<file path="src/rtl/inst_seq_ctrl.sv">
// Program sequencer for the HDC encoder instruction path: PC generation,
// two nested hardware loops and operand/AM stall handling.
module inst_seq_ctrl #(
  parameter  int InstMemDepth = 64,
  parameter  int LoopCntWidth = 10,
  localparam int PcWidth      = $clog2(InstMemDepth)
) (
  input  logic                    clk_i,
  input  logic                    rst_ni,
  input  logic                    start_i,
  input  logic                    stop_i,
  input  logic [PcWidth-1:0]      last_addr_i,
  input  logic [1:0]              loop_en_i,
  input  logic [PcWidth-1:0]      loop0_start_i,
  input  logic [PcWidth-1:0]      loop0_end_i,
  input  logic [LoopCntWidth-1:0] loop0_count_i,
  input  logic [PcWidth-1:0]      loop1_start_i,
  input  logic [PcWidth-1:0]      loop1_end_i,
  input  logic [LoopCntWidth-1:0] loop1_count_i,
  input  logic                    im_a_req_i,
  input  logic                    im_b_req_i,
  input  logic                    im_a_valid_i,
  input  logic                    im_b_valid_i,
  input  logic                    am_busy_i,
  output logic [PcWidth-1:0]      pc_o,
  output logic                    inst_en_o,
  output logic                    stall_o,
  output logic                    busy_o,
  output logic                    done_o
);

  // state | meaning
  // IDLE  | waiting for start_i, pc parked at 0
  // RUN   | issuing one instruction per unstalled cycle
  localparam logic [0:0] IDLE = 1'b0;
  localparam logic [0:0] RUN  = 1'b1;

  logic [0:0]              state_q, state_d;
  logic [PcWidth-1:0]      pc_q, pc_d, pc_inc;
  logic [LoopCntWidth-1:0] cnt0_q, cnt0_d, cnt1_q, cnt1_d;
  logic                    done_q, done_d;

  logic [PcWidth-1:0]      last_q, l0_start_q, l0_end_q, l1_start_q, l1_end_q;
  logic [1:0]              loop_en_q;
  logic [LoopCntWidth-1:0] l0_count_q, l1_count_q;
  logic [LoopCntWidth-1:0] l0_final, l1_final;

  logic run, stall, l0_hit, l1_hit;

  assign run       = (state_q == RUN);
  assign stall     = am_busy_i | (im_a_req_i & ~im_a_valid_i) | (im_b_req_i & ~im_b_valid_i);
  assign inst_en_o = run & ~stall;
  assign stall_o   = run & stall;
  assign busy_o    = run;
  assign done_o    = done_q;
  assign pc_o      = pc_q;

  // A programmed count of 0 still means one pass through the body.
  assign l0_final = (l0_count_q == '0) ? '0 : l0_count_q - LoopCntWidth'(1);
  assign l1_final = (l1_count_q == '0) ? '0 : l1_count_q - LoopCntWidth'(1);
  assign l0_hit   = loop_en_q[0] && (pc_q == l0_end_q);
  assign l1_hit   = loop_en_q[1] && (pc_q == l1_end_q);
  assign pc_inc   = (pc_q == PcWidth'(InstMemDepth - 1)) ? '0 : pc_q + PcWidth'(1);

  always_comb begin
    state_d = state_q;
    pc_d    = pc_q;
    cnt0_d  = cnt0_q;
    cnt1_d  = cnt1_q;
    done_d  = 1'b0;
    if (state_q == IDLE) begin
      if (start_i) begin
        state_d = RUN;
        pc_d    = '0;
        cnt0_d  = '0;
        cnt1_d  = '0;
      end
    end else if (stop_i) begin
      state_d = IDLE;
      pc_d    = '0;
      cnt0_d  = '0;
      cnt1_d  = '0;
    end else if (inst_en_o) begin
      // Loop jumps take precedence over last_addr so a loop may end on it.
      if (l0_hit && (cnt0_q < l0_final)) begin
        pc_d   = l0_start_q;
        cnt0_d = cnt0_q + LoopCntWidth'(1);
      end else begin
        if (l0_hit) cnt0_d = '0;
        if (l1_hit && (cnt1_q < l1_final)) begin
          pc_d   = l1_start_q;
          cnt1_d = cnt1_q + LoopCntWidth'(1);
        end else begin
          if (l1_hit) cnt1_d = '0;
          if (pc_q == last_q) begin
            state_d = IDLE;
            pc_d    = '0;
            done_d  = 1'b1;
          end else begin
            pc_d = pc_inc;
          end
        end
      end
    end
  end

  always_ff @(posedge clk_i) begin
    if (!rst_ni) begin
      state_q <= IDLE;
      pc_q    <= '0;
      cnt0_q  <= '0;
      cnt1_q  <= '0;
      done_q  <= 1'b0;
    end else begin
      state_q <= state_d;
      pc_q    <= pc_d;
      cnt0_q  <= cnt0_d;
      cnt1_q  <= cnt1_d;
      done_q  <= done_d;
    end
  end

  always_ff @(posedge clk_i) begin
    if (!rst_ni) begin
      last_q     <= '0;
      loop_en_q  <= '0;
      l0_start_q <= '0;
      l0_end_q   <= '0;
      l0_count_q <= '0;
      l1_start_q <= '0;
      l1_end_q   <= '0;
      l1_count_q <= '0;
    end else if ((state_q == IDLE) && start_i) begin
      last_q     <= last_addr_i;
      loop_en_q  <= loop_en_i;
      l0_start_q <= loop0_start_i;
      l0_end_q   <= loop0_end_i;
      l0_count_q <= loop0_count_i;
      l1_start_q <= loop1_start_i;
      l1_end_q   <= loop1_end_i;
      l1_count_q <= loop1_count_i;
    end
  end

endmodule

</file>
<file path="config.mk">
export PLATFORM = sky130hd
export DESIGN_NAME = inst_seq_ctrl
export DESIGN_NICKNAME = d
export VERILOG_FILES = /design/src/rtl/inst_seq_ctrl.sv
export SDC_FILE = /design/constraint.sdc
export NUM_CORES = 1
export LEC_CHECK = 0
export CAP_MARGIN = 20
export CORE_ASPECT_RATIO = 0.5
export CORE_UTILIZATION = 50
export CTS_BUF_LIST = sky130_fd_sc_hd__clkbuf_8
export DETAILED_ROUTE_END_ITERATION = 10
export GPL_ROUTABILITY_DRIVEN = 0
export PLACE_DENSITY = 0.8
export SKIP_CTS_REPAIR_TIMING = 1
export SYNTH_ARGS = -nofsm -noshare
export SYNTH_HDL_FRONTEND = slang
export SYNTH_SLANG_ARGS = --single-unit
</file>
<file path="constraint.sdc">
create_clock -name clk_i -period 6.2 [get_ports clk_i]
set_input_delay 0.93 -clock clk_i [delete_from_list [all_inputs] [get_ports clk_i]]
set_output_delay 0.93 -clock clk_i [all_outputs]
set_load 0.01 [all_outputs]
</file>
==> flow_summary.ini <==
[outcome]
status = finished, final reports clean

[route]
wire_per_inst_um = 14.3
route.detailed.drc = 0
post_drt_via_cell_ratio = 5.56
vias = 4246
postRouteAntennaNets = 0
first_pass_iters = 6
drt_wl_total_um = 11000
drt_iter0_markers = 243

[min_path]
min_from = l0_start_q[2]$_SDFFE_PN0P_
hp-class = flip-flop to flip-flop

[clocking]
tritoncts = built
cts.sinks = 80
clkTransAtPathRegs_ns = 0.08
cts_buffers = 9
cts_buffer_depth = 2
htree_levels = 3
clkLatencyLatePin_ns = 0.36
root_buffer = clkbuf_8

[synth]
synth_seq_cells = 80
synth-main-ff-cell = dfxtp_1
async_reset_ff_share_pct = 0
syn_area_um2 = 4700
ys_warn_count = 0
syn_area_per_cell_um2 = 7.98
ys_types = 56
synth_fp_nets = 675
seq_area_frac_synth_pct = 34.1
syn_inst = 589
synth-edff-count = 0

[setup_path]
cp.required_ns = 6.46
startpoint_type = flip-flop
r2r_start = l0_count_q[2]$_SDFFE_PN0P_
cpMaxStageDelayCell = or3_1
cp_cell_sequence = nor3_1 > nand3_1 > or3_1 > nor3_1 > a21oi_1 > ha_1 > nand4_1 > or4_1 > a21oi_1 > or3_1 > o311ai_0 > a22o_1
startpoint = l0_count_q[2]$_SDFFE_PN0P_
critPathKind = flip-flop to flip-flop
arrival_ns = 4.28
r2r_slack_ns = 2.18
cpPeakStageDelay_ns = 0.71
endpoint_kind = flip-flop
path_max_fanout = 26

[global_routing]
grt_pass1_wl_um = 18100
overflow = 0
grt_usage_pct = 22.9
busiest_layer = met2
use_met1_pct = 29.1
grt_start_max_net_pins = 68
use_met3_pct = 5.48
grtUsageMet2_pct = 39.2
grt_pass1_vias = 3933
antenna_found_initial = 0

[layout]
diodes = 0
layout_commonest_cell = nand2_1
nets = 728
drive_above_1_share_pct = 4.17
area_growth_pct = 20.5
final_cells = 764
mostFrequentLayoutCells = 143 x nand2_1, 80 x dfxtp_1, 70 x clkdlybuf4s50_1, 54 x a21boi_0

[timing]
maxSlewViolCount = 0
fin_crit_ns = 4.02
slew_headroom_pct = 30.2
finalHoldViolCount = 0
fmax_mhz = 249
timing.setup.tns_ns = 0
fin_skew_ns = 0.00954
period_share_pct = 64.9
setup_viol = 0
tightest_slew_ns = 1.05
rsz0062_at_grt = false

[placement]
detailed_place_hpwl_um = 7900
io_buffer_count = 70
dp_cells = 747

[die]
core-area_um2 = 8920
pin_count = 71
initial_core_util_pct = 52.7
die_w_um = 139
num_rows = 24
die_h_um = 70.6
die-area_um2 = 9810

[power]
powerDensity_nw_per_um2 = 220
vdd_ir_drop_max_uv = 108
p_leak_nw = 2.19
power_mw = 1.24

[flow_run]
maxCapViolations = 0
[registers in the layout, summed over array words and instances (netlist names), 6 cells and up]
signal,count
pc_o,6
l0_end_q,6
cnt1_q,10
l1_end_q,6
l0_start_q,6
l1_count_q,10
last_q,6
l1_start_q,6
l0_count_q,10
cnt0_q,10
[path summary, 6_finish.rpt]
check | to | depth (start not counted)
worst max-delay path | pc_o[3]$_SDFFE_PN0P_ | 12
worst max register to register | pc_o[3]$_SDFFE_PN0P_ | 12
worst min register to register | l0_start_q[2]$_SDFFE_PN0P_ | 2
worst min-delay path | l0_start_q[2]$_SDFFE_PN0P_ | 2
[through the flow]
step           util (%)  instance area, um^2  hold WS (ns)  setup slack (ns)
2_1_floorplan         -                 4700         0.440              2.96
3_3_place_gp       60.6                 5400         0.455              2.33
3_5_place_dp       60.6                 5400         0.459              2.24
4_1_cts            63.2                 5630         0.470              2.20
5_1_grt            63.5                 5660         0.492              1.81
6_report           63.5                 5660         0.469              2.18
[kinds of logic after synthesis]
group,Yosys count,synth area share (%)
xor+xnor,38,7.08
simple gates,283,29.0
buf+inv,40,4.34
compound gates,122,18.6
fa+ha+maj,25,6.66
mux,1,0.213
flops,80,34.1
[synth_stat cells, types with 3 or more instances]
| cell | instances | share of area [%] |
|---|---|---|
| o211ai_1 | 4 | 0.64 |
| and3_1 | 6 | 0.80 |
| a21oi_1 | 12 | 1.3 |
| nand2b_1 | 7 | 0.93 |
| nand4_1 | 13 | 1.7 |
| o2bb2ai_1 | 3 | 0.56 |
| o21ai_0 | 14 | 1.5 |
| and2_1 | 9 | 1.2 |
| a22o_1 | 4 | 0.75 |
| o21a_1 | 6 | 0.96 |
| dfxtp_1 | 80 | 34 |
| nand2_1 | 143 | 11 |
| a21boi_0 | 54 | 8.6 |
| nand3b_1 | 5 | 0.80 |
| nor3_1 | 17 | 1.8 |
| xnor2_1 | 25 | 4.7 |
| nor4_1 | 10 | 1.3 |
| nand4b_1 | 3 | 0.56 |
| nand3_1 | 22 | 2.3 |
| o2111ai_1 | 6 | 1.1 |
| buf_6 | 7 | 1.7 |
| ha_1 | 25 | 6.7 |
| nor2b_1 | 7 | 0.93 |
| inv_1 | 9 | 0.72 |
| nor2_1 | 24 | 1.9 |
| xor2_1 | 13 | 2.4 |
| a21o_1 | 3 | 0.48 |
| clkbuf_1 | 21 | 1.7 |
[layout make-up]
class,instances,area [um^2]
inverter,9,33.8
clock inverter,4,67.6
fill,765,3260
timing repair buffer,73,743
sequential,80,1600
multi-input combinational,469,2900
clock buffer,12,165
tap,117,146
[metal layers]
| metal | up-vias | share of wire (%) |
|---|---|---|
| met1 | 1986 | 46 |
| met2 | 77 | 48 |
| met3 | 11 | 4.9 |
| met5 | - | 0 |
| li1 | 2172 | - |
| met4 | 0 | 0.99 |
[power breakdown]
part           switching (mW)  total [mW]  leakage (nW)  internal, mW
combinational           0.128       0.241          1.41         0.113
sequential             0.0208       0.557         0.653         0.536
clock                   0.188       0.445         0.125         0.257
total                   0.337        1.24          2.19         0.906
[critical path, delay by kind of cell, from the launching register on]
kind	cells	cell delay (ns)
adder cells (fa/ha/maj)	1	0.30
AND/OR/NAND/NOR	7	2.43
AO/OA/AOI/OAI	4	0.81
flip-flops	1	0.35
Note: power is estimated with default switching activity, not from simulation.
